## src/rtl/bus_responder.sv

```systemverilog
// Target-side responder for the 8088 minimum-mode bus: decodes ALE/strobe cycles,
// forwards them to a one-request backend port and answers the two-pulse INTA sequence.
module bus_responder #(
  parameter int unsigned WAIT_STATES = 0,
  parameter logic [7:0]  IDLE_DATA   = 8'hFF
) (
  input  logic        CLK,
  input  logic        RESET,
  input  logic        ALE,
  input  logic        INTA_n,
  input  logic        RD_n,
  input  logic        WR_n,
  input  logic        IOM,
  input  logic        DTR,
  input  logic        DEN_n,
  input  logic [7:0]  outAD,
  input  logic [7:0]  enAD,
  input  logic [11:0] A,
  output logic [7:0]  inAD,
  output logic        READY,
  output logic        be_req,
  output logic [19:0] be_addr,
  output logic        be_io,
  output logic        be_we,
  output logic [7:0]  be_wdata,
  input  logic        be_ack,
  input  logic [7:0]  be_rdata,
  input  logic [7:0]  int_vector,
  output logic        int_ack,
  output logic        proto_err,
  output logic [2:0]  dbg_state
);

  typedef enum logic [2:0] {
    IDLE    = 3'd0,
    ADDR    = 3'd1,
    RD_REQ  = 3'd2,
    WR_REQ  = 3'd3,
    WAITCNT = 3'd4,
    HOLD    = 3'd5,
    INTA    = 3'd6
  } state_t;

  localparam logic [3:0] WS = 4'(WAIT_STATES);

  state_t      state_q, state_d;
  logic        inta_phase_q, inta_phase_d;
  logic        inta_first_q, inta_first_d;
  logic [3:0]  wait_cnt_q, wait_cnt_d;
  logic [7:0]  data_q, data_d;
  logic        ready_d, be_req_d, be_we_d, be_io_d, int_ack_d, proto_err_d;
  logic [7:0]  inad_d, be_wdata_d;
  logic [19:0] be_addr_d;
  logic [1:0]  n_strobe;

  assign n_strobe  = 2'(!RD_n) + 2'(!WR_n) + 2'(!INTA_n);
  assign dbg_state = state_q;

  // Backend handshake: be_req rises with a stable be_addr/be_io/be_we/be_wdata and
  // stays high until the first edge that samples be_ack=1 (ack may arrive in the
  // same cycle be_req rises); be_rdata is only taken on that edge.
  always_comb begin
    state_d      = state_q;
    inta_phase_d = inta_phase_q;
    inta_first_d = inta_first_q;
    wait_cnt_d   = wait_cnt_q;
    data_d       = data_q;
    ready_d      = READY;
    inad_d       = IDLE_DATA;
    be_req_d     = be_req;
    be_we_d      = be_we;
    be_addr_d    = be_addr;
    be_io_d      = be_io;
    be_wdata_d   = be_wdata;
    int_ack_d    = 1'b0;
    proto_err_d  = 1'b0;

    if (ALE) begin
      be_addr_d = {A, outAD};
      be_io_d   = IOM;
      state_d   = ADDR;
      // A new address phase in the middle of an operation abandons it.
      if (state_q != IDLE && state_q != ADDR) begin
        proto_err_d = 1'b1;
        be_req_d    = 1'b0;
        ready_d     = 1'b1;
        wait_cnt_d  = 4'd0;
      end
    end else begin
      case (state_q)
        IDLE: ;
        ADDR: begin
          if (n_strobe > 2'd1) begin
            proto_err_d = 1'b1;
            state_d     = IDLE;
          end else if (!RD_n) begin
            be_req_d     = 1'b1;
            be_we_d      = 1'b0;
            ready_d      = 1'b0;
            state_d      = RD_REQ;
            proto_err_d  = DTR | inta_phase_q;
            inta_phase_d = 1'b0;
          end else if (!WR_n) begin
            if (enAD == 8'hFF) begin
              be_wdata_d   = outAD;
              be_req_d     = 1'b1;
              be_we_d      = 1'b1;
              ready_d      = 1'b0;
              state_d      = WR_REQ;
              proto_err_d  = !DTR | inta_phase_q;
              inta_phase_d = 1'b0;
            end
          end else if (!INTA_n) begin
            state_d      = INTA;
            inta_first_d = 1'b1;
          end
        end
        RD_REQ, WR_REQ: begin
          if (be_ack) begin
            be_req_d = 1'b0;
            if (state_q == RD_REQ) data_d = be_rdata;
            if (WS == 4'd0) begin
              ready_d = 1'b1;
              state_d = HOLD;
            end else begin
              wait_cnt_d = WS;
              state_d    = WAITCNT;
            end
          end
        end
        WAITCNT: begin
          if (wait_cnt_q <= 4'd1) begin
            wait_cnt_d = 4'd0;
            ready_d    = 1'b1;
            state_d    = HOLD;
          end else begin
            wait_cnt_d = wait_cnt_q - 4'd1;
          end
        end
        HOLD: begin
          if (!RD_n && !DEN_n) inad_d = data_q;
          if (be_we ? WR_n : RD_n) state_d = IDLE;
        end
        INTA: begin
          inta_first_d = 1'b0;
          if (inta_phase_q) begin
            int_ack_d = inta_first_q;
            if (!INTA_n && !DEN_n) inad_d = int_vector;
          end
          if (INTA_n) begin
            inta_phase_d = !inta_phase_q;
            state_d      = IDLE;
          end
        end
        default: state_d = IDLE;
      endcase
    end
  end

  always_ff @(posedge CLK or posedge RESET) begin
    if (RESET) begin
      state_q      <= IDLE;
      inta_phase_q <= 1'b0;
      inta_first_q <= 1'b0;
      wait_cnt_q   <= 4'd0;
      data_q       <= 8'h00;
      READY        <= 1'b1;
      inAD         <= IDLE_DATA;
      be_req       <= 1'b0;
      be_we        <= 1'b0;
      be_addr      <= 20'h0;
      be_io        <= 1'b0;
      be_wdata     <= 8'h00;
      int_ack      <= 1'b0;
      proto_err    <= 1'b0;
    end else begin
      state_q      <= state_d;
      inta_phase_q <= inta_phase_d;
      inta_first_q <= inta_first_d;
      wait_cnt_q   <= wait_cnt_d;
      data_q       <= data_d;
      READY        <= ready_d;
      inAD         <= inad_d;
      be_req       <= be_req_d;
      be_we        <= be_we_d;
      be_addr      <= be_addr_d;
      be_io        <= be_io_d;
      be_wdata     <= be_wdata_d;
      int_ack      <= int_ack_d;
      proto_err    <= proto_err_d;
    end
  end

endmodule

```

## config.mk

```make
export PLATFORM = sky130hd
export DESIGN_NAME = bus_responder
export DESIGN_NICKNAME = d
export VERILOG_FILES = /design/src/rtl/bus_responder.sv
export SDC_FILE = /design/constraint.sdc
export NUM_CORES = 1
export LEC_CHECK = 0
export ABC_AREA = 0
export CAP_MARGIN = 10
export CORE_MARGIN = 5
export CORE_UTILIZATION = 45
export CTS_CLUSTER_SIZE = 20
export DETAILED_ROUTE_END_ITERATION = 12
export GPL_ROUTABILITY_DRIVEN = 0
export GPL_TIMING_DRIVEN = 0
export PLACE_DENSITY = 0.81
export REMOVE_ABC_BUFFERS = 1
export SLEW_MARGIN = 40
export SYNTH_ARGS = -nofsm -noshare
export SYNTH_HDL_FRONTEND = slang
export SYNTH_SLANG_ARGS = --single-unit
```

## constraint.sdc

```tcl
create_clock -name CLK -period 2.25 [get_ports CLK]
set_input_delay 0.675 -clock CLK [delete_from_list [all_inputs] [get_ports CLK]]
set_output_delay 0.675 -clock CLK [all_outputs]
set_load 0.03 [all_outputs]
```

==> flow_metrics.py, run 1 <==
metrics = {
    "synthesis": {
        "yosys_warnings": 0,
        "synth-xor-area-share": 0,
        "synthDistinctLibCells": 38,
        "yosys-mux-area-fraction": 0.173,
        "area_fraction_in_and_or_nand_and_nor_cells_after_synthesis": 0.137,
        "synth.ff_latch_count": 59,
        "synth_top_cell_area_share": 0.460,
        "syn-mean-instance-area_um2": 11.4,
        "post_synth_instance_area_mm2": 0.00272,
        "synth_area_leader_cell": "sky130_fd_sc_hd__dfrtp_1",
        "syn_inst": 238,
        "synth_seq_area_share": 0.546,
        "area_fraction_in_compound_gates_after_synthesis": 0.106,
        "largest_family_of_logic_cells_by_synthesized_area": "multiplexers",
        "synth-adder-area-share": 0.0138,
        "ys_top_cells_by_area": "sky130_fd_sc_hd__dfrtp_1 46%, sky130_fd_sc_hd__mux2_2 16%, sky130_fd_sc_hd__dfstp_2 8.7%, sky130_fd_sc_hd__o21ai_0 5.1%, sky130_fd_sc_hd__nor2_1 2.3%",
    },
    "cts": {
        "clock_tree.root_cell": "sky130_fd_sc_hd__clkbuf_8",
        "cts-hold-fix-buffers": 0,
        "clock_insertion_delay_worst_skew_ps": 330,
        "clock_tree.buffer_depth": 2,
        "cts_made_buffers": 9,
        "clock_tree_from_tritoncts": "done",
        "worst_setup_hold_path_clk_slew_ps": 60,
        "cts.sink_count": 59,
        "clock_tree.htree_level_count": 3,
    },
    "worst_setup_path": {
        "critical-path-slowest-cell": "sky130_fd_sc_hd__clkdlybuf4s50_1",
        "cp.arrival_ps": 1530,
        "worst_setup_path_end_kind": "primary output",
        "worst_r2r_path_depth": 7,
        "worstPathRequired_ps": 1570,
        "critical_path.max_stage_delay_ps": 670,
        "critical_path.cell_chain": "clkdlybuf4s50_1",
        "path_max_fanout": 3,
        "cp-startpoint": "READY$_DFFE_PP1P_",
        "worst_path_dominant_cell_family": "buffers and inverters",
        "path_buf_inv": 1,
        "number_of_gates_on_the_worst_path_with_buffers_counted": 1,
        "regToRegSetupSlack_ps": 320,
        "reg2reg_to": "dbg_state[2]$_DFFE_PP0P_",
        "worst_setup_path_start_kind": "register",
        "criticalPathCategory": "reg2out",
        "r2r_start": "wait_cnt_q[0]$_DFFE_PP0P_",
        "worstSetupEndpoint": "READY",
    },
    "hold_path": {
        "hold_path_startpoint": "inta_first_q$_DFFE_PP0P_",
        "number_of_cells_on_the_worst_hold_path": 1,
        "hold_path.class": "reg2reg",
    },
    "timing": {
        "worst-slew-pin-transition_ps": 464,
        "slew_violations": 0,
        "grt_setup_unrepaired": "no",
        "fmaxAchievable_mhz": 454,
        "fin_hold_ws_ps": 498,
        "setup-tns-final_ps": 0,
        "timing.max_slew.rel_slack": 0.690,
        "final.setup_skew_ps": 6.49,
        "final.period_utilization": 0.979,
        "min_period_ps": 2200,
        "hold_viol_final": 0,
        "setup_viol_count_final": 0,
    },
    "pwr": {
        "static-leakage-power_uw": 0.00169,
        "irDropWorstVdd_mv": 0.524,
        "total_power_uw": 3690,
        "power.density_cell_area_mw_per_mm2": 905,
    },
    "die": {
        "rows": 28,
        "core_region_area_mm2": 0.00589,
        "floorplan.initialDensity": 0.463,
        "ios": 99,
        "chipWidth_um": 87.8,
        "fp.dieH_um": 87.8,
        "design.die.area_mm2": 0.00771,
    },
    "placement": {
        "io_buffers": 98,
        "placedCellCount": 403,
        "place_area_mm2": 0.00380,
        "dpl.hpwl_um": 4830,
    },
    "routing": {
        "drc": 0,
        "detail_route.vias_per_cell": 5.42,
        "routed_wl_um": 6530,
        "dr.pass1.iters": 4,
        "final_antenna_net_count": 0,
        "vias": 2276,
        "drt_iter0_markers": 144,
        "drt-wirelength-per-cell_um": 15.5,
    },
    "global_routing": {
        "grt-ovfl-total": 0,
        "wire_length_of_the_first_global_routing_pass_um": 11000,
        "antenna_found_initial": 0,
        "grt_pass1_vias": 2329,
        "groute.usage.overall": 0.185,
        "largest_net_degree_at_the_start_of_global_routing": 33,
    },
    "final_layout": {
        "final_design_area_no_fill_mm2": 0.00408,
        "finish.net_count": 397,
        "total_of_fill_cells_in_the_finished_design": 430,
        "mostFrequentLayoutCells": "91 x sky130_fd_sc_hd__clkdlybuf4s50_1, 48 x sky130_fd_sc_hd__dfrtp_1, 39 x sky130_fd_sc_hd__mux2_2",
        "layout.cells.most_common": "sky130_fd_sc_hd__clkdlybuf4s50_1",
        "antenna_cells": 0,
        "layout.cells.non_filler": 420,
        "drive_gt1_frac": 0.241,
        "areaGrowthSynthToFinish_pct": 49.9,
        "multiInputGateArea_mm2": 0.00119,
        "area.sequential_mm2": 0.00149,
    },
    "job": {
        "maxCapViolCount": 0,
    },
    "run_status": {
        "status": "finished, final reports clean",
    },
}
## repair_timing
item	CTS	global route
pin swaps	3	2
setup endpoints to repair	18	10
setup buffers	1	0
cloned	0	0
resized for setup	12	4
## how the worst min path moves through the flow
stage	end	slack, ps
3_5_place_dp	inta_first_q$_DFFE_PP0P_	480
6_report	inta_first_q$_DFFE_PP0P_	500
2_1_floorplan	inta_first_q$_DFFE_PP0P_	460
3_3_place_gp	inta_first_q$_DFFE_PP0P_	480
4_1_cts	inta_first_q$_DFFE_PP0P_	500
5_1_grt	inta_first_q$_DFFE_PP0P_	520
## Yosys cell counts
cell,instances
sky130_fd_sc_hd__o311ai_0,1
sky130_fd_sc_hd__nor3b_1,1
sky130_fd_sc_hd__dfrtp_1,50
sky130_fd_sc_hd__or2_2,2
sky130_fd_sc_hd__buf_2,5
sky130_fd_sc_hd__a32oi_1,1
sky130_fd_sc_hd__mux2_1,1
sky130_fd_sc_hd__o21ai_0,28
sky130_fd_sc_hd__nor3_4,1
sky130_fd_sc_hd__inv_1,5
sky130_fd_sc_hd__o22ai_1,1
sky130_fd_sc_hd__nand3_1,10
sky130_fd_sc_hd__o311ai_1,1
sky130_fd_sc_hd__buf_1,1
sky130_fd_sc_hd__nand2b_1,5
sky130_fd_sc_hd__nor3_1,5
sky130_fd_sc_hd__nand4_1,3
sky130_fd_sc_hd__and2_1,2
sky130_fd_sc_hd__o2111ai_2,1
sky130_fd_sc_hd__nor2_2,2
sky130_fd_sc_hd__or4b_1,2
sky130_fd_sc_hd__o41ai_1,2
sky130_fd_sc_hd__mux2_2,39
sky130_fd_sc_hd__clkbuf_1,4
sky130_fd_sc_hd__a21oi_1,4
sky130_fd_sc_hd__o22a_1,1
sky130_fd_sc_hd__nor4_1,4
sky130_fd_sc_hd__o31ai_1,3
sky130_fd_sc_hd__a31oi_1,5
sky130_fd_sc_hd__ha_1,3
sky130_fd_sc_hd__dfstp_2,9
sky130_fd_sc_hd__or3_1,1
sky130_fd_sc_hd__nor2_1,17
sky130_fd_sc_hd__mux2i_1,2
sky130_fd_sc_hd__nand2_1,9
sky130_fd_sc_hd__nor2b_1,5
sky130_fd_sc_hd__and3_1,1
sky130_fd_sc_hd__inv_2,1
## cell type report
| class | instances | share of cell area |
|---|---|---|
| clock inverter | 3 | 0.0169 |
| inverter | 6 | 0.00613 |
| sequential | 59 | 0.365 |
| tap | 75 | 0.0230 |
| multi-input combinational | 163 | 0.292 |
| clock buffer | 13 | 0.0414 |
| timing repair buffer | 101 | 0.256 |
## power breakdown
part | switching, uW | internal, uW
Clock | 400 | 717
Combinational | 609 | 527
Sequential | 171 | 1270
## stage by stage
stage / utilization / worst slack, ps
2_1_floorplan: - / 2.58
3_3_place_gp: 0.638 / -1490
3_5_place_dp: 0.645 / -898
4_1_cts: 0.690 / 11.8
5_1_grt: 0.693 / 1.16
6_report: 0.693 / 46.5
## state kept, by name (all words and copies together) (netlist names), 3 cells and up
| name | count |
|---|---|
| dbg_state | 3 |
| wait_cnt_q | 4 |
| be_addr | 20 |
| data_q | 8 |
| inAD | 8 |
| be_wdata | 8 |
## routing by layer
layer | part of all wire | track usage
met5 | 0 | 0
met4 | 0.0057 | 0.0725
met3 | 0.11 | 0.0668
met2 | 0.49 | 0.299
met1 | 0.40 | 0.226
## cell families (layout without fill, tap and decap cells)
family | after synthesis | count (layout)
adders and majority gates | 3 | 3
buffers and inverters | 16 | 123
muxes | 42 | 42
AOI/OAI and AO/OA | 48 | 48
and+or+nand+nor | 70 | 70
DFF | 59 | 59
Note: power is estimated with default switching activity, not from simulation.
==> inputs of run 2 (changes only) <==
Settings changed: CORE_MARGIN 5 to 2, GPL_ROUTABILITY_DRIVEN 0 to not set, GPL_TIMING_DRIVEN 0 to 1.
==> flow_metrics.py, run 2 (synthesized netlist as in run 1, its figures left out) <==
metrics = {
    "final_layout": {
        "antenna_cells": 0,
        "mostFrequentLayoutCells": "93 x sky130_fd_sc_hd__clkdlybuf4s50_1, 50 x sky130_fd_sc_hd__dfrtp_1, 39 x sky130_fd_sc_hd__mux2_2",
        "max_ffs_per_register": 20,
        "areaGrowthSynthToFinish_pct": 54.7,
        "drive_gt1_frac": 0.282,
        "layout.cells.most_common": "sky130_fd_sc_hd__clkdlybuf4s50_1",
        "utilization": 0.716,
        "finish.net_count": 424,
        "max_flop_register": "be_addr",
    },
    "worst_setup_path": {
        "critical-path-slowest-cell": "sky130_fd_sc_hd__clkdlybuf4s50_1",
        "worstPathRequired_ps": 1570,
        "critical_path.max_stage_delay_ps": 720,
        "criticalPathCategory": "reg2out",
        "critical_path.cell_chain": "clkdlybuf4s50_1",
        "worst_setup_path_end_kind": "primary output",
        "worst_path_dominant_cell_family": "buffers and inverters",
        "worst_setup_path_start_kind": "register",
        "cp.arrival_ps": 1530,
        "path_buf_inv": 1,
        "path_max_fanout": 6,
    },
    "die": {
        "fp.dieH_um": 81.8,
        "ios": 99,
        "core_region_area_mm2": 0.00589,
        "rows": 28,
        "chipWidth_um": 81.8,
        "floorplan.initialDensity": 0.463,
        "design.die.area_mm2": 0.00669,
    },
    "routing": {
        "dr.pass1.iters": 4,
        "drt-wirelength-per-cell_um": 15.2,
        "final_antenna_net_count": 0,
        "drt_iter0_markers": 115,
        "detail_route.vias_per_cell": 5.27,
        "vias": 2356,
        "routed_wl_um": 6770,
        "drc": 0,
    },
    "cts": {
        "cts_made_buffers": 9,
        "clock_insertion_delay_worst_skew_ps": 330,
        "cts.sink_count": 59,
        "clock_tree.htree_level_count": 3,
        "clock_tree_from_tritoncts": "done",
        "clock_tree.root_cell": "sky130_fd_sc_hd__clkbuf_8",
        "clock_tree.buffer_depth": 2,
        "postcts_setup_bufs": 0,
        "worst_setup_hold_path_clk_slew_ps": 70,
    },
    "global_routing": {
        "antenna_found_initial": 0,
        "wire_length_of_the_first_global_routing_pass_um": 11000,
        "groute.usage.overall": 0.222,
        "largest_net_degree_at_the_start_of_global_routing": 39,
        "grt-ovfl-total": 0,
        "grt_pass1_vias": 2375,
    },
    "placement": {
        "placement.setup.worst_slack_ps": -601,
        "dpl.hpwl_um": 5250,
        "finalWeightedCongestion": 0.953,
        "io_buffers": 98,
    },
    "timing": {
        "timing.max_slew.rel_slack": 0.685,
        "grt_setup_unrepaired": "no",
        "setup_viol_count_final": 0,
        "postLayoutSetupSlackWorst_ps": 45.9,
        "final.period_utilization": 0.980,
        "slew_violations": 0,
        "hold_viol_final": 0,
        "min_period_ps": 2200,
        "final.setup_skew_ps": 4.26,
        "fin_hold_ws_ps": 508,
        "worst-slew-pin-transition_ps": 466,
        "setup-tns-final_ps": 0,
        "fmaxAchievable_mhz": 454,
    },
    "hold_path": {
        "hold_path.class": "reg2reg",
    },
    "pwr": {
        "irDropWorstVdd_mv": 0.481,
        "static-leakage-power_uw": 0.00180,
        "power.density_cell_area_mw_per_mm2": 844,
    },
    "job": {
        "maxCapViolCount": 0,
    },
    "run_status": {
        "status": "finished, final reports clean",
    },
}
==> run 2: area by class of cell <==
| class | count | area [um2] |
|---|---|---|
| Fill cell | 443 | 1670 |
| Sequential cell | 59 | 1490 |
| Timing Repair Buffer | 128 | 1250 |
| Multi-Input combinational cell | 163 | 1190 |
| Clock buffer | 10 | 128 |
| Tap cell | 75 | 93.8 |
| Clock inverter | 6 | 41.3 |
| Inverter | 6 | 22.5 |
==> run 2: power by group <==
group	total [uW]	internal [uW]	leakage [uW]	switching [uW]
Clock	829	399	0.0000787	430
Sequential	1390	1270	0.000729	124
Combinational	1340	642	0.000988	695
==> run 2: metrics by stage <==
step | instances | total power [uW] | area, um2
finish | 447 | 3550 | 4210
detailed placement | 431 | 2730 | 4020
floorplan | 228 | 2120 | 2680
global placement | 431 | 2710 | 4020
CTS | 447 | 3570 | 4200
global route | 447 | 3760 | 4210
==> run 2: metal layers <==
layer,wire [um],share of wire,GRT usage
met4,117,0.017,0.115
met3,436,0.064,0.0484
met1,2880,0.43,0.279
met5,0,0,0
met2,3340,0.49,0.359
==> run 2: worst reg2reg max path: cells and delay by family, from the launching register on <==
| kind | cells | cell delay, ps |
|---|---|---|
| buf+inv | 1 | 70 |
| compound gates | 2 | 660 |
| mux | 1 | 350 |
| flops | 1 | 420 |
| simple gates | 2 | 230 |
| fa+ha+maj | 1 | 180 |
==> run 2: worst paths after layout <==
check	startpoint	end	slack, ps	cells past startpoint
setup reg to reg	wait_cnt_q[0]$_DFFE_PP0P_	dbg_state[2]$_DFFE_PP0P_	230	7
setup / recovery	dbg_state[1]$_DFFE_PP0P_	dbg_state[1]	50	1
max in group asynchronous	RESET	READY$_DFFE_PP1P_	1270	3
min in group asynchronous	RESET	be_addr[19]$_DFFE_PP0P_	690	3
hold reg to reg	be_wdata[6]$_DFFE_PP0P_	be_wdata[6]$_DFFE_PP0P_	510	1
hold / removal	be_wdata[6]$_DFFE_PP0P_	be_wdata[6]$_DFFE_PP0P_	510	1
==> run 2: repair_timing <==
item | in CTS | in global routing
gates resized for setup | 6 | 3
pin swaps | 4 | 2
hold buffers | 0 | 0
setup endpoints to repair | 11 | 12
==> inputs of run 3 (changes only) <==
Settings changed: ABC_CLOCK_PERIOD_IN_PS set to 2250, HOLD_SLACK_MARGIN set to 0.05.
==> results of run 3 <==
Final layout, timing and power as in run 2 (identical DEF).
